**src/rtl/quad_velocity_estimator.sv**
```systemverilog
// quad_velocity_estimator: samples position at a fixed rate and emits a moving-average velocity over valid/ready
module quad_velocity_estimator #(
  parameter int POS_W      = 32,
  parameter int SAMPLE_DIV = 100000,
  parameter int AVG_LOG2   = 2
) (
  input  logic             clk,
  input  logic             rst,
  input  logic             enable,
  input  logic [POS_W-1:0] position,
  output logic [POS_W-1:0] velocity,
  output logic             vel_valid,
  input  logic             vel_ready,
  output logic             overrun,
  input  logic             clear_overrun
);
  localparam int DEPTH = 1 << AVG_LOG2;
  localparam int SW    = POS_W + AVG_LOG2;
  localparam int CW    = $clog2(SAMPLE_DIV);
  localparam int FW    = AVG_LOG2 + 1;
  localparam int IW    = (AVG_LOG2 > 0) ? AVG_LOG2 : 1;

  typedef enum logic [1:0] {IDLE, PRIME, RUN} state_t;

  state_t                  state, state_nx;
  logic [CW-1:0]           cnt;
  logic                    strobe, pend, capture, push, load;
  logic [POS_W-1:0]        last_pos;
  logic signed [POS_W-1:0] delta;
  logic signed [POS_W-1:0] ring [DEPTH];
  logic [IW-1:0]           wr;
  logic [FW-1:0]           fill;
  logic signed [SW-1:0]    sum, sum_nx, d_ext, o_ext;

  assign strobe = enable && cnt == CW'(SAMPLE_DIV - 1);

  // sample-rate divider, parked at 0 while disabled
  always_ff @(posedge clk or negedge rst)
    if (!rst) cnt <= '0;
    else cnt <= (!enable || strobe) ? '0 : cnt + CW'(1);

  // state register
  always_ff @(posedge clk or negedge rst)
    if (!rst) state <= IDLE;
    else state <= state_nx;

  // next state: capture strobe leaves IDLE, the push that fills the window enters RUN
  always_comb begin
    state_nx = !enable ? IDLE :
               (state == IDLE && strobe) ? PRIME :
               (state == PRIME && push && fill == FW'(DEPTH - 1)) ? RUN : state;
  end

  // control decode and the running-sum update (new delta in, oldest delta out)
  always_comb begin
    capture = state == IDLE && strobe;
    push    = pend && state != IDLE;
    load    = push && (state == RUN || fill == FW'(DEPTH - 1));
    d_ext   = delta;
    o_ext   = ring[wr];
    sum_nx  = sum + d_ext - o_ext;
  end

  // E0 captures position and forms the wrapped delta; E1 rolls it through the window
  always_ff @(posedge clk or negedge rst)
    if (!rst) begin
      pend     <= 1'b0;
      last_pos <= '0;
      delta    <= '0;
      wr       <= '0;
      fill     <= '0;
      sum      <= '0;
      for (int i = 0; i < DEPTH; i++) ring[i] <= '0;
    end else if (!enable) begin
      pend <= 1'b0;
      wr   <= '0;
      fill <= '0;
      sum  <= '0;
      for (int i = 0; i < DEPTH; i++) ring[i] <= '0;
    end else begin
      pend <= strobe && state != IDLE;
      if (capture || (strobe && state != IDLE)) last_pos <= position;
      if (strobe && state != IDLE) delta <= position - last_pos;
      if (push) begin
        ring[wr] <= delta;
        sum      <= sum_nx;
        wr       <= (wr == IW'(DEPTH - 1)) ? '0 : wr + IW'(1);
        if (state == PRIME) fill <= fill + FW'(1);
      end
    end

  // result register with valid/ready handshake and sticky overrun (set beats clear)
  always_ff @(posedge clk or negedge rst)
    if (!rst) begin
      velocity  <= '0;
      vel_valid <= 1'b0;
      overrun   <= 1'b0;
    end else begin
      overrun <= (overrun && !clear_overrun) || (enable && load && vel_valid && !vel_ready);
      if (!enable) vel_valid <= 1'b0;
      else begin
        vel_valid <= load || (vel_valid && !vel_ready);
        if (load) velocity <= POS_W'(sum_nx >>> AVG_LOG2);
      end
    end
endmodule

```
**config.mk**
```make
export PLATFORM = sky130hd
export DESIGN_NAME = quad_velocity_estimator
export DESIGN_NICKNAME = d
export VERILOG_FILES = /design/src/rtl/quad_velocity_estimator.sv
export SDC_FILE = /design/constraint.sdc
export NUM_CORES = 1
export LEC_CHECK = 0
export BUFFER_PORTS_ARGS = -buffer_cell sky130_fd_sc_hd__buf_2
export CORE_ASPECT_RATIO = 1.2
export CORE_MARGIN = 2
export CORE_UTILIZATION = 67
export CTS_CLUSTER_SIZE = 14
export DETAILED_ROUTE_END_ITERATION = 8
export PLACE_DENSITY = 0.94
export SLEW_MARGIN = 20
export SYNTH_ARGS = -nofsm -noshare
export SYNTH_HDL_FRONTEND = slang
export SYNTH_SLANG_ARGS = --single-unit
```
**constraint.sdc**
```tcl
create_clock -name clk -period 7.7 [get_ports clk]
set_clock_uncertainty 0.2 [all_clocks]
set_input_delay 0.385 -clock clk [delete_from_list [all_inputs] [get_ports clk]]
set_output_delay 0.385 -clock clk [all_outputs]
set_load 0.01 [all_outputs]
```
# After elaboration in Yosys (flattened, before gate mapping)
# Index checks and enable logic that the tools add are counted.
# W data, S select, Z words.
# op_classes
addsub	6
n_eq_ne	8
n_reduce_logical	27
n_lt_le_gt_ge	2
mux	22
bitwise_logic	1
# op_table
op	count
$mux W128	2
$bwmux W128	1
$mux W32	3
$mux W34	2
$bmux W32 S2	1
$demux W32 S2	1
$add A34 B32 Y34	1
$sub A34 B32 Y34	1
$sub A32 B32 Y32	1
$add A17 B1 Y17 const B	1
$eq A17 B17 Y1 const B	1
$mux W17	1
$logic_and A1 B1 Y1	13
$mux W2	6
$mux W3	3
$reduce_and A2 Y1	4
$logic_or A1 B1 Y1	5
$eq A2 B2 Y1 const B	2
$ne A2 B1 Y1 const B	2
$add A3 B1 Y3 const B	1
$eq A3 B2 Y1 const B	1
$ge A3 B3 Y1 const B	1
$logic_not A1 Y1	3
$lt A3 B1 Y1 const B	1
other kinds (7)	8
# word_totals
input_bits	37
reg_bits	285
out_inout_bits	34

# Longest topological paths before layout
# depth
word_depth	8
ltp_mapped	17
mapped_depth_nobuf	16

# Worst setup path after synthesis
# Ideal clock, no wire load.
# synth_path
path_type	flip-flop to flip-flop
from	register wr[0]
to	register velocity[30]
arrival_time_ns	4.449
setup_slack_ns	2.921
stages_incl_launch_ff	17
synth_period_minus_slack_ns	4.779
path_buffers	2
required_ns	7.370
cell_sequence	dfrtp_1 -> clkbuf_1 -> buf_1 -> mux4_2 -> fa_1 -> inv_1 -> ha_1 -> a21oi_1 -> nor2b_1 -> a2111oi_4 -> a21oi_4 -> a31oi_4 -> o41ai_4 -> a311oi_2 -> o21ai_1 -> xnor2_1 -> o21ai_1
# synth_via
elab_chain_len	5
# synth_lines
element	line	source
start, declared	31	logic [IW-1:0] wr;
start signal, assigned	87	wr <= (wr == IW'(DEPTH - 1)) ? '0 : wr + IW'(1);
$not A2 Y3 (not written as such)	60	o_ext = ring[wr];
$bmux W32 S2	60	
$mux W32 (not written as such) (2 in series)	60	
$sub A34 B32 Y34	61	sum_nx = sum + d_ext - o_ext;
end signal, assigned	103	if (load) velocity <= POS_W'(sum_nx >>> AVG_LOG2);
end, declared	11	output logic [POS_W-1:0] velocity,
# No other way between the ends. The select of a mux whose other input is x is not followed.
# A chain may end at the register's enable or synchronous reset.

# Worst setup path in the final report
# layout_path
from	register wr[0]
to	register sum[31]
# layout_via
elab_chain_len	7
# layout_lines
element	line	source
$not A2 Y3 (not written as such)	60	
$bmux W32 S2	60	
$mux W32 (not written as such) (2 in series)	60	
$sub A34 B32 Y34	61	
$mux W34	84	if (push) begin
$mux W34	74	end else if (!enable) begin
end signal, assigned	86	sum <= sum_nx;
end, declared	33	logic signed [SW-1:0] sum, sum_nx, d_ext, o_ext;
# No other way between the ends. The select of a mux whose other input is x is not followed.

==> impl_metrics.tcl <==
set metrics [dict create \
    outcome "complete, no violations" \
    wl_per_cell_microns 18.61 \
    cts_tree "built" \
    antenna_found_initial 0 \
    synth_top_area_frac 0.4329 \
    hp-class "in2reg" \
    clk_pin_slew_ps 70 \
    overflow 0 \
    cts_buffer_depth 3 \
    synth.top_cells.by_area "dfrtp_1, nand2_1, a21oi_1, ha_1, mux4_2" \
    yosysUniqueCellTypes 62 \
    relSlewSlack 0.2523 \
    ys_ff_latch 285 \
    place.gp.congestion 0.9252 \
    cp.required_ps 7900 \
    crit_arrival_ps 5490 \
    vias 13920 \
    grt_max_degree 123 \
    vias_per_cell 6.249 \
    start_util 0.6851 \
    dr.pass1.iters 5 \
    max_freq_mhz 188.9 \
    track_usage 0.3250 \
    powerDensity_nw_per_um2 179.6 \
    nets 2033 \
    final_hold_viol_count 0 \
    hold_depth 2 \
    grt_pass1_vias 13940 \
    startpoint_type "register" \
    path_class "reg2reg" \
    synthArstFlopShare 1.000 \
    htreeDepth 1 \
    use_met3 0.05766 \
    syn_area_sq_um 16470 \
    clkSinkCount 285 \
    boundaryPins 71 \
    numCtsBuffers 27 \
    dpl.hpwl_microns 26200 \
    p_leak_nw 8.366 \
    finalCritPeriodShare 0.6877 \
    endpoint_kind "register" \
    drt_wl_total_microns 41460 \
    portBuffers 70 \
    rows 62 \
    reg2reg_depth 15 \
    syn_nets 1979 \
    synth-seq-area-share 0.4329 \
    peakVddDrop_mv 0.1884 \
    worst_slew_pin_slew_ps 1122 \
    fp.dieW_microns 147.1 \
    die_h_microns 175.8 \
    drv_slew 0 \
    synthTopCellsByCount "nand2_1, dfrtp_1, a21oi_1, inv_1, o21ai_0" \
    gr-max-usage-layer "met2" \
    synth_top_cell_by_area "dfrtp_1" \
    die-area_sq_um 25860 \
    cap_violations 0 \
    synth_edf_count 0 \
    grt_pass1_wl_microns 68530 \
    grt_util_met2 0.5393 \
    finalCriticalPeriod_ps 5295 \
    clockRootBuffer "clkbuf_16" \
    crit_fanout 20 \
    finalSetupViolCount 0 \
    diodes 0 \
    syn_area_per_cell_sq_um 8.978 \
    core_area_sq_um 24050 \
    p_total_mw 3.289 \
    met1_usage 0.4212 \
    fin_tns_setup_ps 0 \
    drt.antenna.violating_nets 0 \
    clkLatencyLatePin_ps 550 \
    postSynthCellCount 1835 \
    grt_setup_unrepaired "no" \
    drc_errors 0 \
    synth_flop_cell "dfrtp_1" \
    layout-drive-gt1-share 0.1095 \
    first_iter_violations 1446 \
    ys_warn_count 0 \
    area_growth_pct 11.16 \
    yosys.cell_count.top_type "nand2_1" \
]
==> per-layer routing <==
layer  share of wire  vias to the layer above
met2            0.48                      886
met4           0.045                        0
met1            0.38                     6634
met3           0.095                      204
li1                -                     6199
met5               0                        -
==> power by group <==
part	switching, mW	internal [mW]	total (mW)
clock network	0.581	0.810	1.39
logic	0.219	0.143	0.362
registers	0.0133	1.52	1.54
==> cells in the final DEF (no fill, tap or decap), types with 32 or more instances in the layout <==
| cell | instances |
|---|---|
| dlygate4sd3_1 | 36 |
| fa_1 | 34 |
| o21ai_0 | 102 |
| buf_2 | 69 |
| a21oi_1 | 218 |
| inv_1 | 181 |
| xnor2_1 | 45 |
| mux4_2 | 32 |
| nor2_1 | 74 |
| dfrtp_1 | 284 |
| nand2_1 | 412 |
| xor2_1 | 32 |
| ha_1 | 73 |
==> critical path, stage by stage (launching register included) <==
cell	delay [ps]
dfrtp_2	840
buf_4	450
mux4_2	570
fa_1	560
inv_1	70
ha_1	330
a211oi_1	220
o21ai_1	160
o21ai_1	320
a21oi_1	190
a31oi_1	340
o21ai_1	110
a41oi_1	320
nand2b_1	170
mux2i_1	180
a21oi_1	90
==> state kept, by name (all words and copies together), names as in the netlist <==
signal and cells:
vel_valid 1, ring 128, cnt 17, fill 3, overrun 1, sum 34, velocity 32, last_pos 32
state 2, delta 32, pend 1, wr 2
==> through the flow <==
| stage | util | setup slack (ps) | instances | area (sq um) | hold slack, ps |
|---|---|---|---|---|---|
| floorplan | - | 2921 | 1835 | 16470 | -110.6 |
| global placement | 0.7081 | 2616 | 2144 | 17030 | 260.2 |
| detailed placement | 0.7081 | 2466 | 2144 | 17030 | 270.1 |
| CTS | 0.7613 | 2410 | 2228 | 18310 | 31.13 |
| global route | 0.7615 | 2121 | 2228 | 18310 | 46.31 |
| finish | 0.7615 | 2405 | 2228 | 18310 | 43.76 |
==> cell families after synthesis <==
logic type,after synthesis,share of synthesized area
simple gates,592,0.1501
compound gates,435,0.1539
flops,285,0.4329
buf+inv,281,0.06410
fa+ha+maj,107,0.09676
xor+xnor,77,0.04094
mux,58,0.06137
==> worst paths after layout <==
path	slack [ps]	startpoint	endpoint
worst max-delay path	2400	wr[0]	sum[31]
worst min-delay path	40	enable	cnt[1]
worst max register to register	2400	wr[0]	sum[31]
worst min register to register	280	velocity[27]	velocity[27]
max in group asynchronous	5500	rst	sum[25]
min in group asynchronous	300	rst	velocity[6]
==> cell type report <==
type,count,area (sq um)
fill,1503,5736
tap,320,400.4
clock inverter,10,132.6
multi-input combinational,1269,8314
sequential,285,7133
clock buffer,38,787.0
timing repair buffer,124,859.6
inverter,182,685.7
==> what timing repair did <==
| action | in CTS | in global routing |
|---|---|---|
| setup buffers | 0 | 0 |
| hold endpoints to repair | 154 | 0 |
| hold buffers | 36 | 0 |
| gates resized for setup | 0 | 0 |
(Power assumes the default switching activity.)
